File: src/rtl/dmem_arbiter.sv
// dmem_arbiter: shares one single-cycle data-memory port between the CPU
// load/store path and the UART memory-access port. Round-robin arbitration,
// one access per cycle, latched request fields so the memory side stays
// stable even if a requester changes its inputs after being granted.

module dmem_arbiter #(
    parameter int AW = 32,
    parameter int DW = 32
) (
    input  logic          i_clk,
    input  logic          i_reset,

    // CPU load/store port
    input  logic          i_cpu_req,
    input  logic          i_cpu_we,
    input  logic [AW-1:0] i_cpu_addr,
    input  logic [DW-1:0] i_cpu_wdata,
    output logic [DW-1:0] o_cpu_rdata,
    output logic          o_cpu_ack,
    output logic          o_cpu_stall,

    // UART memory-access port
    input  logic          i_uart_req,
    input  logic          i_uart_we,
    input  logic [AW-1:0] i_uart_addr,
    input  logic [DW-1:0] i_uart_wdata,
    output logic [DW-1:0] o_uart_rdata,
    output logic          o_uart_ack,

    // Shared memory port (memory read data is combinational)
    output logic          o_mem_we,
    output logic [AW-1:0] o_mem_addr,
    output logic [DW-1:0] o_mem_wdata,
    input  logic [DW-1:0] i_mem_rdata
);

    // Requester indices into the per-port vectors below.
    localparam int NREQ     = 2;
    localparam int REQ_CPU  = 0;
    localparam int REQ_UART = 1;

    typedef enum logic [1:0] {
        ST_IDLE     = 2'd0,
        ST_ACC_CPU  = 2'd1,
        ST_ACC_UART = 2'd2
    } state_t;

    state_t          r_state;
    state_t          w_state_next;

    // Last requester served: 0 = CPU, 1 = UART. Resets to UART so the CPU
    // wins the first tie after reset.
    logic            r_last;

    // Access fields captured at the grant edge; the memory side is driven
    // only from these.
    logic            r_we;
    logic [AW-1:0]   r_addr;
    logic [DW-1:0]   r_wdata;

    // Per-requester views of the two ports.
    logic [NREQ-1:0] w_req;
    logic [NREQ-1:0] w_we_in;
    logic [AW-1:0]   w_addr_in  [NREQ];
    logic [DW-1:0]   w_wdata_in [NREQ];
    logic [NREQ-1:0] w_acking;
    logic [NREQ-1:0] w_cand;
    logic [NREQ-1:0] w_grant;
    logic            w_any_grant;
    logic            w_win_uart;
    logic            w_in_access;

    assign w_req[REQ_CPU]         = i_cpu_req;
    assign w_req[REQ_UART]        = i_uart_req;
    assign w_we_in[REQ_CPU]       = i_cpu_we;
    assign w_we_in[REQ_UART]      = i_uart_we;
    assign w_addr_in[REQ_CPU]     = i_cpu_addr;
    assign w_addr_in[REQ_UART]    = i_uart_addr;
    assign w_wdata_in[REQ_CPU]    = i_cpu_wdata;
    assign w_wdata_in[REQ_UART]   = i_uart_wdata;

    // A requester is being acknowledged exactly while its ACC state is active.
    assign w_acking[REQ_CPU]      = (r_state == ST_ACC_CPU);
    assign w_acking[REQ_UART]     = (r_state == ST_ACC_UART);
    assign w_in_access            = |w_acking;

    // A requester whose ack is high this cycle is excluded from the edge that
    // ends the cycle; if it still holds req, that counts as a fresh request
    // competing at the following edge. This is what makes continuous
    // contention alternate without idle cycles.
    genvar gi;
    generate
        for (gi = 0; gi < NREQ; gi++) begin : g_cand
            assign w_cand[gi] = w_req[gi] & ~w_acking[gi];
        end
    endgenerate

    // Round-robin: a lone candidate always wins; on a tie the requester that
    // was not served last wins. A tie can only occur from IDLE, since in an
    // ACC state one of the two is always excluded.
    assign w_grant[REQ_CPU]  = w_cand[REQ_CPU]  & (~w_cand[REQ_UART] |  r_last);
    assign w_grant[REQ_UART] = w_cand[REQ_UART] & (~w_cand[REQ_CPU]  | ~r_last);
    assign w_any_grant       = |w_grant;
    assign w_win_uart        = w_grant[REQ_UART];

    // State register: reset aborts any access in flight immediately.
    always_ff @(posedge i_clk or posedge i_reset) begin
        if (i_reset) begin
            r_state <= ST_IDLE;
        end else begin
            r_state <= w_state_next;
        end
    end

    // Next-state logic: the winner (if any) gets the next cycle; otherwise idle.
    always_comb begin
        w_state_next = ST_IDLE;
        if (w_grant[REQ_CPU]) begin
            w_state_next = ST_ACC_CPU;
        end else if (w_grant[REQ_UART]) begin
            w_state_next = ST_ACC_UART;
        end
    end

    // Capture the winner's access fields and remember who was served.
    always_ff @(posedge i_clk or posedge i_reset) begin
        if (i_reset) begin
            r_last  <= 1'b1;
            r_we    <= 1'b0;
            r_addr  <= '0;
            r_wdata <= '0;
        end else if (w_any_grant) begin
            r_last  <= w_win_uart;
            r_we    <= w_we_in[w_win_uart];
            r_addr  <= w_addr_in[w_win_uart];
            r_wdata <= w_wdata_in[w_win_uart];
        end
    end

    // Output logic: memory side from latched fields, acks from state, read
    // data passed straight through while the matching ack is high. Address
    // and write data keep their last latched values when idle; only the
    // write enable is gated by the access state.
    always_comb begin
        o_cpu_ack    = w_acking[REQ_CPU];
        o_uart_ack   = w_acking[REQ_UART];
        o_cpu_stall  = i_cpu_req & ~w_acking[REQ_CPU];
        o_mem_we     = w_in_access & r_we;
        o_mem_addr   = r_addr;
        o_mem_wdata  = r_wdata;
        o_cpu_rdata  = w_acking[REQ_CPU]  ? i_mem_rdata : '0;
        o_uart_rdata = w_acking[REQ_UART] ? i_mem_rdata : '0;
    end

endmodule

File: config.mk
export PLATFORM = sky130hd
export DESIGN_NAME = dmem_arbiter
export DESIGN_NICKNAME = d
export VERILOG_FILES = /design/src/rtl/dmem_arbiter.sv
export SDC_FILE = /design/constraint.sdc
export NUM_CORES = 1
export LEC_CHECK = 0
export CORE_MARGIN = 10
export CORE_UTILIZATION = 38
export CTS_CLUSTER_DIAMETER = 100
export DETAILED_ROUTE_END_ITERATION = 12
export GPL_TIMING_DRIVEN = 1
export PLACE_DENSITY = 0.88
export SYNTH_ARGS = -nofsm -noshare
export SYNTH_HDL_FRONTEND = slang
export SYNTH_SLANG_ARGS = --single-unit
export TNS_END_PERCENT = 30
File: constraint.sdc
create_clock -name i_clk -period 5.4 [get_ports i_clk]
set_clock_uncertainty 0.1 [all_clocks]
set_input_delay 0.54 -clock i_clk [delete_from_list [all_inputs] [get_ports i_clk]]
set_output_delay 0.54 -clock i_clk [all_outputs]
set_load 0.005 [all_outputs]
== After elaboration in Yosys (flattened, before gate mapping) ==
Cells that the tools add are included.
Storage, ports and cells
  register bits: 68
  memories kept: 0
  ROM bits: 0
  bits in writable memories: 0
  bits in latches: 0
Operators by class
  shift-type cells: 0
  bitwise operators: 13
  multipliers: 0
  div/mod/pow operators: 0
  eq/ne operators: 2
  reduce and logical (&&, ||, !) cells: 2
  add/subtract/negate cells: 0
  multiplexer cells: 12
  order comparisons: 2
Operators by type and width (number)
  two-way mux 32 bit: 8
  AND 1 bit: 5
  NOT 1 bit: 5
  two-way mux 2 bit: 2
  OR reduction 2 bit: 2
  == test 2 x 1 -> 1 bit (second input constant): 1
  == test 2 bit (second input constant): 1
  >= comparator 2 bit (second input constant): 1
  < comparator 1 x 2 -> 1 bit (second input constant): 1
  two-way mux 1 bit: 2
  NOT 1 -> 2 bit: 1
  bitwise OR 1 bit: 2

== Logic depth before layout (Yosys ltp) ==
Gate-level depths: netlist (run 1).
  word-level depth: 10
  gate-level depth with buffers: 8
  mapped depth without buffers: 5

== Least setup slack after synthesis (run 1) ==
No wires, ideal clock.
  path kind: reg2reg
  from: register r_state[0]
  to: register r_addr[0] (netlist: o_mem_addr[0])
  data required time: 5.174 ns
  stages on the path, launching flop included: 9
  period minus slack after synthesis: 1.795 ns
  arrival: 1.569 ns
  setup slack: 3.605 ns
  buffers on the path: 3
  path through: dfrtp_1 -> inv_1 -> ha_1 -> nor2b_1 -> buf_6 -> nand2_2 -> buf_4 -> buf_2 -> a221o_1
Between the ends
  elaborated cells between the ends (all ways): 17
  those cells by class: eq/ne: 2; mux: 3; bitwise: 11; reduce/logical: 1
RTL lines
  start: declaration: RTL line 48  | state_t r_state;
  start signal: assignment: RTL line 111  | r_state <= w_state_next;
  == test 2 bit *: RTL line 84  | assign w_acking[REQ_UART] = (r_state == ST_ACC_UART);
  net o_uart_ack: RTL line 28  | output logic o_uart_ack,
  NOT 1 bit *: RTL line 94  | assign w_cand[gi] = w_req[gi] & ~w_acking[gi];
  AND 1 bit *: RTL line 94
  AND 1 bit: RTL line 102  | assign w_grant[REQ_UART] = w_cand[REQ_UART] & (~w_cand[REQ_CPU] | ~r_last);
  NOT 1 -> 2 bit (implied by the code): RTL line 135  | r_addr <= w_addr_in[w_win_uart];
  two-way mux 32 bit (implied by the code) (3 in series): RTL line 135
  end signal: assignment: RTL line 135
  end: declaration: RTL line 58  | logic [AW-1:0] r_addr;
Mark *: on every way through the listed nets, which the timed path passes. The rest lies on a longest branch. The select of a mux whose other input is x is not followed.
A chain may end at the register's enable or synchronous reset.

== Worst setup path after layout (run 1) ==
  from: register r_state[0]
  to: output port o_cpu_stall
Between the ends
  longest elaborated chain between the ends: 3
RTL lines
  == test 2 x 1 -> 1 bit: RTL line 83  | assign w_acking[REQ_CPU] = (r_state == ST_ACC_CPU);
  NOT 1 bit: RTL line 147  | o_cpu_stall = i_cpu_req & ~w_acking[REQ_CPU];
  AND 1 bit: RTL line 147
  end: declaration: RTL line 20  | output logic o_cpu_stall,
Every way passes these cells.

==> summary.md, run 1 <==
| Metric | Value |
|---|---|
| CTS Sinks | 68 |
| Cell count after synthesis | 392 |
| RSZ-0062 raised after global routing | no |
| Worst VDD drop | 147.6 uV |
| Slew at the pin closest to its max-slew limit | 1082 ps |
| Fin area | 7133 um2 |
| CTS Buf Count | 9 |
| #FFs+latches synth | 68 |
| CTS tree | built |
| I/O pins | 298 |
| F_max | 280.4 MHz |
| WS Path Type | flop to output port |
| Lkg Pwr | 0.003026 uW |
| WL met3 | 1711 um |
| Synthesis Warnings | 0 |
| Crit Path Max Fanout | 41 |
| GRT overflow | 0 |
| Port bufs | 297 |
| Outcome | completed |
| Drt wl/cell | 21.87 um |
| Initial antenna violation count | 0 |
| Endpoint type of the worst setup path | output port |
| Uppermost routed layer | met4 |
| Drt total wl | 17430 um |
| Cts repair resizes | 0 |
| Setup ws final | 1834 ps |
| H-tree level count | 3 |
| Post-DP HPWL | 13410 um |
| DP Area | 6964 um2 |
| Slew headroom | 0.2772 |
| GPL Wtd Cong | 0.8380 |
| Reg clk slew, reported paths | 70 ps |
| Post-synthesis sequential area ratio | 0.4195 |
| Post-CTS setup buffers | 0 |
| Period minus WS final | 3566 ps |
| Worst min path class | flop to flop |
| WP data required | 4760 ps |
| Syn nets | 560 |
| Cts hold-fix bufs | 0 |
| Root buf cell | clkbuf_8 |
| Initial Util | 0.3914 |
| Synth-to-layout area growth | 75.74% |
| Number of library cell types mapped by synthesis | 19 |
| Placement Rows | 37 |
| Crit path arrival time | 2930 ps |
| Vias | 4277 |
| Clk_lat worst skew | 320 ps |
| Routed wl met2 | 8858 um |
| Worst Setup Start Kind | flop |
| Layout cells sized above 1 | 0.04085 |
| Core Area | 10370 um2 |
| Routed Antenna Nets | 0 |
| # diodes | 0 |
| Synthesized area per cell | 10.35 um2 |
| Clock Path Buffers | 2 |
| Crit share post-route | 0.6604 |
| Via-to-Cell Ratio | 5.366 |
| Post-route setup TNS | 0 ps |
| Drt first pass iters | 4 |
| Commonest cells after routing, fill and taps aside | clkdlybuf4s50_1 (297), dfrtp_1 (67), o21a_1 (65), and3_1 (65), a221o_1 (65) |
| Endpoints failing hold | 0 |
| Final setup fails | 0 |
| First-pass GRT wire length | 25110 um |
| Final Max Slew Viols | 0 |
| Chip Height | 123.4 um |
| GRT Util Overall | 0.2094 |
| Die area | 15220 um2 |
| Fin util | 0.6879 |
| Pwr dens | 277.1 nW/um2 |
| 1st-iter DRT viols | 388 |
| Commonest non-fill, non-tap cell in the layout | clkdlybuf4s50_1 |
| Die W | 123.4 um |
| Cell Area, Synth | 4059 um2 |
| Maxcap violations | 0 |
| Pin count of the biggest net entering global routing | 73 |
| Met1 WL | 6508 um |
| Detailed-route DRC error count | 0 |
| Nets@finish | 824 |
| Post-place setup slack | 2073 ps |
| Vias in the first global route | 4372 |
## final cells by class
class                      count  area, um2
sequential                    68       1703
timing repair buffer         303       3018
clock buffer                  11      131.4
tap                          136      170.2
inverter                       5      18.77
fill                         799       3237
clock inverter                 5      37.54
multi-input combinational    269       2054
## layer usage
metal,vias to the layer above,GRT usage
met2,194,0.3582
li1,1999,-
met3,22,0.06928
met4,0,0.06769
met1,2062,0.2423
met5,-,0
## where the power goes
part / internal (uW) / total [uW] / switching, uW / leakage (uW)
combinational: 555 / 896 / 341 / 0.00214
sequential: 633 / 714 / 80.7 / 0.000810
clock: 169 / 367 / 198 / 0.0000799
total: 1360 / 1980 / 619 / 0.00303
## synth_stat cells
cell,number,area share
dfrtp_1,67,0.41
a221o_1,65,0.16
and3_1,65,0.10
o21a_1,65,0.12
and2_1,64,0.099
clkbuf_1,27,0.025
buf_6,13,0.036
buf_2,9,0.011
inv_1,5,0.0046
ha_1,2,0.0062
nor2b_1,2,0.0031
a21boi_0,1,0.0019
buf_4,1,0.0019
dfstp_2,1,0.0065
nand2_2,1,0.0015
nand3b_4,1,0.0049
nor2_2,1,0.0015
nor2b_2,1,0.0022
o21ai_0,1,0.0012
## flip-flops by register name, summed over array words and instances (netlist names)
register / count
o_mem_addr: 32
r_we: 1
o_mem_wdata: 32
r_last: 1
r_state: 2
## stage by stage
stage	hold slack, ps	cells	power (uW)
6_report	416.9	797	1976
5_1_grt	427.0	797	2085
4_1_cts	420.8	797	1998
3_5_place_dp	397.9	781	1626
3_3_place_gp	393.9	781	1600
2_1_floorplan	371.7	392	1084
## worst max-delay path: stages, from the launching register on
cell             delay [ps]
dfrtp_1                 380
ha_1                    540
nor2b_4                 980
clkdlybuf4s50_1         700
## worst paths after layout
check                             endpoint  cells past startpoint  slack (ps)      startpoint
setup / recovery               o_cpu_stall                      3        1830      r_state[0]
hold / removal              o_mem_wdata[8]                      1         420  o_mem_wdata[8]
setup reg to reg           o_mem_wdata[24]                      6        2100      r_state[1]
hold reg to reg             o_mem_wdata[8]                      1         420  o_mem_wdata[8]
max in group asynchronous   o_mem_addr[30]                      3        3940         i_reset
min in group asynchronous    o_mem_addr[2]                      3         690         i_reset
## cell families (layout without fill, tap and decap cells)
family                     after synthesis  in the layout  synth area share
buffers and inverters                   55            324           0.07861
and+or+nand+nor                        135            135            0.2121
adders and majority gates                2              2          0.006164
AOI/OAI and AO/OA                      132            132            0.2836
DFF                                     68             68            0.4195
No activity file was read; power rests on OpenSTA's default activity.
==> inputs of run 2 (changes only) <==
CORE_UTILIZATION = 35   (was 38)
PLACE_DENSITY = 0.82   (was 0.88)
clock period = 3.5 ns   (was 5.4 ns; I/O delays follow)
==> summary.md, run 2 (synthesis results as in run 1) <==
| Metric | Value |
|---|---|
| Outcome | completed |
| Post-CTS setup buffers | 0 |
| Die area | 16300 um2 |
| Commonest cells after routing, fill and taps aside | clkdlybuf4s50_1 (297), dfrtp_1 (67), o21a_1 (65), and3_1 (65), a221o_1 (65) |
| Endpoint type of the worst setup path | flop |
| Drt total wl | 17540 um |
| Endpoints failing hold | 0 |
| Placement Rows | 39 |
| Pwr dens | 472.9 nW/um2 |
| Cts repair resizes | 0 |
| GRT overflow | 0 |
| Clock Path Buffers | 2 |
| Worst Setup Start Kind | flop |
| Root buf cell | clkbuf_16 |
| Worst min path class | flop to flop |
| WP data required | 3600 ps |
| Post-route setup TNS | 0 ps |
| Clk_lat worst skew | 330 ps |
| 1st-iter DRT viols | 322 |
| Crit share post-route | 0.8018 |
| CTS Buf Count | 9 |
| RSZ-0062 raised after global routing | no |
| Vias | 4217 |
| Final Max Slew Viols | 0 |
| Slew headroom | 0.3849 |
| Period minus WS final | 2806 ps |
| Initial antenna violation count | 0 |
| Detailed-route DRC error count | 0 |
| WHS | 409.9 ps |
| Initial Util | 0.3570 |
| Nets@finish | 829 |
| Port bufs | 297 |
| Die W | 127.7 um |
| Post-DP HPWL | 13530 um |
| Layout cells sized above 1 | 0.04955 |
| CTS tree | built |
| Maxcap violations | 0 |
| Slew at the pin closest to its max-slew limit | 922.6 ps |
| Synth-to-layout area growth | 80.86% |
| Worst Hold Launch | o_mem_wdata[10] |
| Worst VDD drop | 272.1 uV |
| CTS Sinks | 68 |
| # diodes | 0 |
| Drt first pass iters | 4 |
| Crit path arrival time | 2910 ps |
| Commonest non-fill, non-tap cell in the layout | clkdlybuf4s50_1 |
| Core Area | 11370 um2 |
| Origin of the critical flop-to-flop path | r_state[0] |
| Worst Setup SP | r_state[0] |
| Drt wl/cell | 21.68 um |
| H-tree level count | 3 |
| Cts hold-fix bufs | 0 |
| Vias in the first global route | 4427 |
| WS Path Type | flop to flop |
| GRT Util Overall | 0.2019 |
| Routed Antenna Nets | 0 |
| Via-to-Cell Ratio | 5.213 |
| Reg clk slew, reported paths | 60 ps |
| Pin count of the biggest net entering global routing | 79 |
| I/O pins | 298 |
| Lkg Pwr | 0.003125 uW |
| Final setup fails | 0 |
| GPL Wtd Cong | 0.8511 |
| Post-place setup slack | 693.7 ps |
| Setup ws final | 693.8 ps |
| F_max | 356.4 MHz |
| Chip Height | 127.7 um |
| Fin util | 0.6456 |
| Crit Path Max Fanout | 39 |
| First-pass GRT wire length | 26510 um |
run 2: path summary, 6_finish.rpt:
check                                   to  slack [ps]  depth (start not counted)
hold reg to reg            o_mem_wdata[10]         410                          1
min in group asynchronous  o_mem_wdata[19]         510                          3
setup reg to reg           o_mem_wdata[20]         690                          7
max in group asynchronous   o_mem_addr[28]        2230                          3
setup / recovery           o_mem_wdata[20]         690                          7
hold / removal             o_mem_wdata[10]         410                          1
run 2: report_power, final:
group / internal [uW] / switching, uW / total [uW]
clock network: 624 / 343 / 966
logic: 870 / 534 / 1400
registers: 979 / 123 / 1100
total: 2470 / 999 / 3470
run 2: through the flow:
step / power (uW) / cell area [um2] / std cells
2_1_floorplan: 1673 / 4059 / 392
4_1_cts: 3510 / 7341 / 809
6_report: 3471 / 7341 / 809
5_1_grt: 3648 / 7341 / 809
3_5_place_dp: 2525 / 7023 / 793
3_3_place_gp: 2493 / 7023 / 793
run 2: layer usage:
metal  share of wire  GRT usage
met1            0.41     0.2547
met2            0.49     0.3264
met3           0.093    0.07237
met4          0.0091    0.03974
met5               0          0
run 2: worst max-delay path: stages (launching register included):
cell and delay [ps]:
dfrtp_1 350, inv_1 50, ha_1 510, nor2b_4 250
buf_4 290, nand2_2 430, buf_12 340, a221o_1 340
run 2: cell type report:
| type | instances | area [um2] |
|---|---|---|
| Fill cell | 935 | 4029 |
| Timing Repair Buffer | 308 | 3068 |
| Multi-Input combinational cell | 269 | 2054 |
| Sequential cell | 68 | 1703 |
| Clock buffer | 10 | 229.0 |
| Tap cell | 143 | 178.9 |
| Clock inverter | 6 | 88.84 |
| Inverter | 5 | 18.77 |
